==> src/rtl/step_button_ctrl.sv <==
// step_button_ctrl: turns the two raw address-step buttons into clean one-cycle
// addr_up / addr_dn pulses (synchronize, debounce, edge pulse, hold-to-repeat)
// and adds a timed auto-step on addr_dn while auto_en is high.

// Per-button lane: 2-FF sync, debounce, IDLE/DELAY/REPEAT pulse FSM.
// pulse_o is combinational; the top registers it together with the merge.
module step_btn_lane #(
  parameter int unsigned CNT_W         = 32,
  parameter int unsigned DEBOUNCE_CYC  = 1_000_000,
  parameter int unsigned REPEAT_DELAY  = 50_000_000,
  parameter int unsigned REPEAT_PERIOD = 10_000_000
) (
  input  logic clk,
  input  logic rst_n,
  input  logic raw_i,
  input  logic conflict_i,
  output logic db_o,
  output logic pulse_o
);
  typedef enum logic [1:0] {S_IDLE, S_DELAY, S_REPEAT} state_e;

  localparam logic [CNT_W-1:0] DB_LAST = CNT_W'(DEBOUNCE_CYC - 1);
  localparam logic [CNT_W-1:0] RD_LAST = CNT_W'(REPEAT_DELAY - 1);
  localparam logic [CNT_W-1:0] RP_LAST = CNT_W'(REPEAT_PERIOD - 1);
  localparam logic [CNT_W-1:0] ONE     = CNT_W'(1);

  logic [1:0]       sync_q;
  logic             s;
  logic             db_q, db_d, db_prev_q;
  logic [CNT_W-1:0] dc_q, dc_d, hc_q, hc_d;
  logic             rise;
  state_e           state_q, state_d;

  assign s    = sync_q[1];
  assign rise = db_q & ~db_prev_q;
  assign db_o = db_q;

  // Two-flop synchronizer on the asynchronous pin.
  always_ff @(posedge clk or negedge rst_n) begin
    if (!rst_n) sync_q <= '0;
    else        sync_q <= {sync_q[0], raw_i};
  end

  // Debounce: flip db only after s has disagreed for DEBOUNCE_CYC straight cycles.
  always_comb begin
    db_d = db_q;
    dc_d = dc_q + ONE;
    if (s == db_q) begin
      dc_d = '0;
    end else if (dc_q == DB_LAST) begin
      db_d = s;
      dc_d = '0;
    end
  end

  // Debounce state and the previous level used for rise detection.
  always_ff @(posedge clk or negedge rst_n) begin
    if (!rst_n) begin
      db_q      <= 1'b0;
      db_prev_q <= 1'b0;
      dc_q      <= '0;
    end else begin
      db_q      <= db_d;
      db_prev_q <= db_q;
      dc_q      <= dc_d;
    end
  end

  // Pulse FSM: first pulse on a fresh rise, then delay, then periodic repeat.
  // Both buttons held pins the FSM in IDLE, so only a later fresh rise can step.
  always_comb begin
    state_d = state_q;
    hc_d    = hc_q;
    pulse_o = 1'b0;
    if (conflict_i) begin
      state_d = S_IDLE;
      hc_d    = '0;
    end else begin
      case (state_q)
        S_IDLE: begin
          if (rise) begin
            pulse_o = 1'b1;
            hc_d    = '0;
            state_d = S_DELAY;
          end
        end
        S_DELAY: begin
          if (!db_q) begin
            state_d = S_IDLE;
            hc_d    = '0;
          end else if (hc_q == RD_LAST) begin
            pulse_o = 1'b1;
            hc_d    = '0;
            state_d = S_REPEAT;
          end else begin
            hc_d = hc_q + ONE;
          end
        end
        S_REPEAT: begin
          if (!db_q) begin
            state_d = S_IDLE;
            hc_d    = '0;
          end else if (hc_q == RP_LAST) begin
            pulse_o = 1'b1;
            hc_d    = '0;
          end else begin
            hc_d = hc_q + ONE;
          end
        end
        default: begin
          state_d = S_IDLE;
          hc_d    = '0;
        end
      endcase
    end
  end

  // FSM state and hold counter.
  always_ff @(posedge clk or negedge rst_n) begin
    if (!rst_n) begin
      state_q <= S_IDLE;
      hc_q    <= '0;
    end else begin
      state_q <= state_d;
      hc_q    <= hc_d;
    end
  end
endmodule

module step_button_ctrl #(
  parameter int unsigned CNT_W         = 32,
  parameter int unsigned DEBOUNCE_CYC  = 1_000_000,
  parameter int unsigned REPEAT_DELAY  = 50_000_000,
  parameter int unsigned REPEAT_PERIOD = 10_000_000,
  parameter int unsigned AUTO_PERIOD   = 100_000_000
) (
  input  logic       clk,
  input  logic       Rst_n,
  input  logic       btn_up_raw,
  input  logic       btn_dn_raw,
  input  logic       auto_en,
  output logic       addr_up,
  output logic       addr_dn,
  output logic [1:0] btn_state
);
  localparam int unsigned      NUM_BTN = 2;   // lane 0 = up, lane 1 = dn
  localparam logic [CNT_W-1:0] AP_LAST = CNT_W'(AUTO_PERIOD - 1);
  localparam logic [CNT_W-1:0] ONE     = CNT_W'(1);

  logic [NUM_BTN-1:0] raw, db, pulse;
  logic               conflict;
  logic [CNT_W-1:0]   ac_q, ac_d;
  logic               auto_pulse;
  logic               addr_up_q, addr_dn_q;

  assign raw      = {btn_dn_raw, btn_up_raw};
  assign conflict = &db;

  for (genvar g = 0; g < NUM_BTN; g++) begin : g_lane
    step_btn_lane #(
      .CNT_W        (CNT_W),
      .DEBOUNCE_CYC (DEBOUNCE_CYC),
      .REPEAT_DELAY (REPEAT_DELAY),
      .REPEAT_PERIOD(REPEAT_PERIOD)
    ) u_lane (
      .clk       (clk),
      .rst_n     (Rst_n),
      .raw_i     (raw[g]),
      .conflict_i(conflict),
      .db_o      (db[g]),
      .pulse_o   (pulse[g])
    );
  end

  // Auto-step timer: runs only while enabled, restarts from zero on re-enable.
  always_comb begin
    ac_d       = ac_q + ONE;
    auto_pulse = 1'b0;
    if (!auto_en) begin
      ac_d = '0;
    end else if (ac_q == AP_LAST) begin
      auto_pulse = 1'b1;
      ac_d       = '0;
    end
  end

  // Auto-step counter register.
  always_ff @(posedge clk or negedge Rst_n) begin
    if (!Rst_n) ac_q <= '0;
    else        ac_q <= ac_d;
  end

  // Output merge: up wins over any dn/auto pulse; dn and auto coalesce.
  always_ff @(posedge clk or negedge Rst_n) begin
    if (!Rst_n) begin
      addr_up_q <= 1'b0;
      addr_dn_q <= 1'b0;
    end else begin
      addr_up_q <= pulse[0];
      addr_dn_q <= (pulse[1] | auto_pulse) & ~pulse[0];
    end
  end

  assign addr_up   = addr_up_q;
  assign addr_dn   = addr_dn_q;
  assign btn_state = db;
endmodule

==> config.mk <==
export PLATFORM = sky130hd
export DESIGN_NAME = step_button_ctrl
export DESIGN_NICKNAME = d
export VERILOG_FILES = /design/src/rtl/step_button_ctrl.sv
export SDC_FILE = /design/constraint.sdc
export NUM_CORES = 1
export LEC_CHECK = 0
export CORE_MARGIN = 5
export CORE_UTILIZATION = 40
export CTS_BUF_LIST = sky130_fd_sc_hd__clkbuf_4
export DETAILED_ROUTE_END_ITERATION = 12
export PLACE_DENSITY = 0.62
export SETUP_SLACK_MARGIN = 0.4
export SLEW_MARGIN = 10
export SYNTH_ARGS = -nofsm -noshare
export SYNTH_HDL_FRONTEND = slang
export SYNTH_SLANG_ARGS = --single-unit
==> constraint.sdc <==
create_clock -name clk -period 5 [get_ports clk]
set_input_delay 1 -clock clk [delete_from_list [all_inputs] [get_ports clk]]
set_output_delay 1 -clock clk [all_outputs]
set_load 0.05 [all_outputs]
After elaboration in Yosys (flattened, before gate mapping) --
Index checks and enable logic that the tools add are counted. W data, S select, Z words.
Storage, ports and cells: register bits after elaboration 174, input port bits 5
Cells by class: add/subtract/negate cells 5, eq/ne operators 19, multiplexer cells 48, bitwise logic cells 9, reduce and logical (&&, ||, !) cells 7
Operator list (number):
- $mux W32 | 18
- $pmux W32 S3 | 2
- $add A32 B1 Y32 const B | 5
- $eq A32 B20 Y1 const B | 2
- $eq A32 B24 Y1 const B | 2
- $eq A32 B26 Y1 const B | 2
- $eq A32 B27 Y1 const B | 1
- $mux W2 | 10
- $mux W1 | 14
- $pmux W2 S3 | 2
- $ne A4 B4 Y1 const B | 2
- $ne A3 B2 Y1 const B | 2
- $ne A3 B3 Y1 const B | 2
- $pmux W1 S3 | 2
- $reduce_and A2 Y1 | 3
- $reduce_and A3 Y1 | 2
- $not A1 Y1 | 5
- $eq A2 B1 Y1 const B | 2
- $eq A2 B2 Y1 const B | 2
- $logic_not A2 Y1 | 2
- $and A1 B1 Y1 | 3
- $eq A1 B1 Y1 | 2
- $or A1 B1 Y1 | 1

Longest topological paths before layout --
word-level depth 7, depth in mapped cells 10, mapped depth without buffers 8

Cells and area by module --
From an unflattened synthesis, not the netlist that was laid out.
Unflattened totals: cell total of the unflattened synthesis 1019, area total of the unflattened synthesis 9345.2 µm²
Modules (own cells, without submodules):
- step_btn_lane | instances 2, cells an instance 416, area an instance 3779.9 µm², seq. area each 1751.7 µm²
- step_button_ctrl | instances 1, cells an instance 187, area an instance 1785.5 µm², seq. area each 850.8 µm²

Worst setup path after synthesis --
Ideal clock, no wire load.
path kind reg2reg, from register g_lane[1].u_lane.hc_q[0], to register g_lane[1].u_lane.hc_q[17], arrival time 2010 ps, slack 2872 ps, stages on the path, launching flop included 10, buffers on the path 2, clock period less this slack 2128 ps, cell sequence dfrtp_1 > ha_1 > and4_1 > clkbuf_1 > nand3_1 > o31a_1 > o21ba_2 > buf_2 > a21o_1 > a21o_1
Between the ends: cells in the longest elaborated chain, start to end 5, elaborated cells between the ends (all ways) 9, those cells by class add/sub: 1; eq/ne: 2; mux: 6
RTL lines:
- start: declaration | line 30 | logic [CNT_W-1:0] dc_q, dc_d, hc_q, hc_d;
- start signal: assignment | line 122 | hc_q <= '0;
- start signal: assignment | line 125 | hc_q <= hc_d;
- $add A32 B1 Y32 (tied with other cells) | line 96, 107
- $mux W32 (on tied branches) | line 103, 91
- $mux W32 (on tied branches) | line 100, 88
- $pmux W32 S3 (*) | line 79 | case (state_q)
- $mux W32 (*) | line 75 | if (conflict_i) begin
Mark *: on every way between the ends. The rest lies on a longest branch, timed or not. A chain may end at the register's enable or synchronous reset.

Final worst setup path --
from register g_lane[0].u_lane.db_q, to output port btn_state[0]
RTL lines:
- start: declaration | line 29 | logic db_q, db_d, db_prev_q;
- start signal: assignment | line 59 | db_q <= 1'b0;
- start signal: assignment | line 63 | db_q <= db_d;
- end: declaration | line 144 | output logic [1:0] btn_state
No word-level cell between the ends.

==> flow_summary.yaml <==
outcome:
  status: "completed"
logic_synthesis:
  synth-seq-area-share_pct: 47.1
  synthesis.instances: 1024
  syn_area_per_cell_um2: 9.03
  mappedNetlistArea_um2: 9250
  ys.flop_type: "dfrtp_1"
  synth.net_count: 1042
  postSynth.asyncResetShare_pct: 100
  yosysWarnings: 0
  ys_types: 63
  ys_seq_elements: 174
  synth_edf_count: 0
route:
  drt_wl_total_um: 18600
  wire_per_inst_um: 14.2
  drc_errors: 0
  drtIter0Drc: 537
  vias: 7138
  ant_nets: 0
  viasPerCell: 5.42
  dr.pass1.iters: 8
layout:
  layoutNonFillerInstCount: 1316
  final_nets: 1035
  seq_area_um2: 4350
  multi_input_area_um2: 4580
  syn_to_final_growth_pct: 6.59
  final_cell_mix: "dfrtp_1, nor2_1, nand2_1, nand3_1, xnor2_1"
  drive_gt1_share_pct: 6.41
  final_common_cell: "dfrtp_1"
  fillers: 2231
global_routing:
  first_global_vias: 6929
  grt_pass1_wl_um: 33100
  grt_max_degree: 93
  grtUsageTotal_pct: 14.9
  antenna_found_initial: 1
  grt-ovfl-total: 0
die:
  io_pins: 9
  die_area_um2: 26300
  start_util_pct: 40.7
  die_h_um: 162
  die-width_um: 162
  core-area_um2: 22700
  core.rowCount: 55
critical_path:
  path_cells: "clkdlybuf4s50_1"
  critPathTopFamily: "buffers and inverters"
  critPathRequiredTime_ns: 4.00
  cp_slowest_cell: "clkdlybuf4s50_1"
  crit_path_end_kind: "output port"
  path_max_fanout: 17
  arrival_ns: 2.20
  crit_type: "flop to output port"
  cpPeakStageDelay_ns: 0.92
  crit_path_start_kind: "flop"
  cp_num_buf_inv: 1
place:
  io_buffers: 8
  dp_cells: 1283
  dp_hpwl_um: 12000
  gp_congestion: 0.798
  place_ws_ns: 2.23
sta:
  layout_setup_ws_ns: 1.80
  finClkSkew_ns: 0.0321
  fin_crit_sh_pct: 64.1
  rsz0062_at_grt: "no"
  slew-limit-headroom_pct: 18.4
  clock.fmax_mhz: 312
  min_period_ns: 3.20
  setup_tns_ns: 0
  setup_viol: 0
  slew_violations: 0
  worst_pin_slew_ns: 1.22
  hold_viol: 0
clock_tree:
  clk_pin_slew_worst_paths_ns: 0.13
  htree_levels: 4
  tritoncts: "done"
  post_cts_resized: 0
  ctsLongestPathBuffers: 2
  post_cts_buffers: 0
  cts.sinks: 174
  ctsRootBufferMaster: "clkbuf_4"
  numCtsBuffers: 17
  hold_buffers: 0
  clock_latency_ns: 0.58
power:
  switching_share_pct: 25.5
  vdd_ir_drop_max_mv: 0.137
  seqPwrFrac_pct: 63.0
  intPower_mw: 1.68
  pwr-share-clk_pct: 34.4
  pwr-share-comb_pct: 2.6
  p_sw_uw: 576
  powerDensity_nw_per_um2: 229
  leakagePower_nw: 4.07
job:
  cap_violations: 0
hold_path:
  hp-class: "flop to flop"
-- cell type report --
class | instances | area share, %
Multi-Input combinational cell | 766 | 46.5
Sequential cell | 174 | 44.2
Tap cell | 285 | 3.62
Inverter | 45 | 1.71
Clock inverter | 15 | 1.38
Timing Repair Buffer | 13 | 1.33
Clock buffer | 17 | 1.29
Antenna cell | 1 | 0.0254
-- through the flow --
| stage | utilization (%) | hold slack, ns | power [mW] | cell area, um^2 |
|---|---|---|---|---|
| after floorplan | - | 0.331 | 1.47 | 9250 |
| after global placement | 42.2 | 0.333 | 1.51 | 9590 |
| after detailed placement | 42.2 | 0.338 | 1.51 | 9590 |
| after CTS | 43.4 | 0.379 | 2.30 | 9850 |
| after global routing | 43.4 | 0.384 | 2.36 | 9860 |
| final | 43.4 | 0.376 | 2.25 | 9860 |
-- final timing paths --
check | startpoint | endpoint | slack, ns | cells past startpoint
worst max register to register | g_lane[1].u_lane.hc_q[0]$_DFFE_PN0P_ | g_lane[1].u_lane.hc_q[26]$_DFFE_PN0P_ | 2.20 | 6
worst min-delay path | g_lane[0].u_lane.sync_q[0]$_DFF_PN0_ | g_lane[0].u_lane.sync_q[1]$_DFF_PN0_ | 0.38 | 0
worst min register to register | g_lane[0].u_lane.sync_q[0]$_DFF_PN0_ | g_lane[0].u_lane.sync_q[1]$_DFF_PN0_ | 0.38 | 0
max in group asynchronous | Rst_n | g_lane[1].u_lane.hc_q[23]$_DFFE_PN0P_ | 3.55 | 2
worst max-delay path | g_lane[0].u_lane.db_o$_DFFE_PN0P_ | btn_state[0] | 1.80 | 1
min in group asynchronous | Rst_n | ac_q[15]$_DFF_PN0_ | 0.47 | 1
-- routing by layer --
layer	global-route usage [%]	vias to the layer above	routed length (um)
li1	-	3606	-
met1	21.2	3438	9550
met2	23.2	77	8360
met3	3.02	17	511
met4	4.19	0	213
met5	0	-	0
-- Yosys cell counts (all sizes together) (2+ instances only) --
| library cell | count | area share, % |
|---|---|---|
| dfrtp | 174 | 47 |
| nor2 | 126 | 5.1 |
| nand2 | 107 | 4.3 |
| nand3 | 87 | 4.7 |
| xnor2 | 46 | 4.4 |
| inv | 45 | 1.8 |
| xor2 | 43 | 4.1 |
| nand4 | 42 | 3.0 |
| and3 | 35 | 2.4 |
| clkbuf | 32 | 1.3 |
| nor3 | 32 | 1.7 |
| a21oi | 30 | 1.6 |
| o21ai | 25 | 1.4 |
| o311ai | 24 | 2.4 |
| a21o | 22 | 1.8 |
| nor4 | 22 | 1.6 |
| or3 | 22 | 1.6 |
| and4 | 14 | 1.4 |
| ha | 13 | 1.8 |
| and2 | 11 | 0.76 |
| buf | 7 | 0.42 |
| or2 | 7 | 0.47 |
| nor4b | 6 | 0.57 |
| nand2b | 5 | 0.34 |
| a31oi | 4 | 0.27 |
| o22ai | 4 | 0.27 |
| or4 | 4 | 0.37 |
| a21boi | 3 | 0.24 |
| nor2b | 3 | 0.20 |
| nor3b | 3 | 0.24 |
| a221o | 2 | 0.22 |
| a32oi | 2 | 0.19 |
| mux2 | 2 | 0.24 |
| nand3b | 2 | 0.16 |
| nor4bb | 2 | 0.22 |
| o211ai | 2 | 0.16 |
| o21a | 2 | 0.16 |
-- sequential cells by signal (all words and copies together) (netlist names) --
signal / flops
g_lane.u_lane.db_prev_q: 2
g_lane.u_lane.state_q: 4
addr_up: 1
addr_dn: 1
g_lane.u_lane.dc_q: 64
g_lane.u_lane.db_o: 2
ac_q: 32
g_lane.u_lane.sync_q: 4
g_lane.u_lane.hc_q: 64
-- cell families (layout without fill, tap and decap cells) --
kind of cell               count (synthesis)  after routing  synth area share, %
and+or+nand+nor                          533            533                 29.5
muxes                                      2              2                0.244
buffers and inverters                     84             90                 3.56
AOI/OAI and AO/OA                        129            129                 9.46
adders and majority gates                 13             13                 1.76
DFF                                      174            174                 47.1
xor gates and xnor gates                  89             89                 8.43
other                                      0              1                    0
-- power by group through the flow --
stage	sequential (mW)	clock (mW)	combinational (mW)
3_5_place_dp	1.45	0	0.0612
5_1_grt	1.42	0.867	0.0690
2_1_floorplan	1.45	0	0.0222
4_1_cts	1.42	0.813	0.0615
6_report	1.42	0.776	0.0576
3_3_place_gp	1.45	0	0.0613
Power figures use the tool's default switching activity.
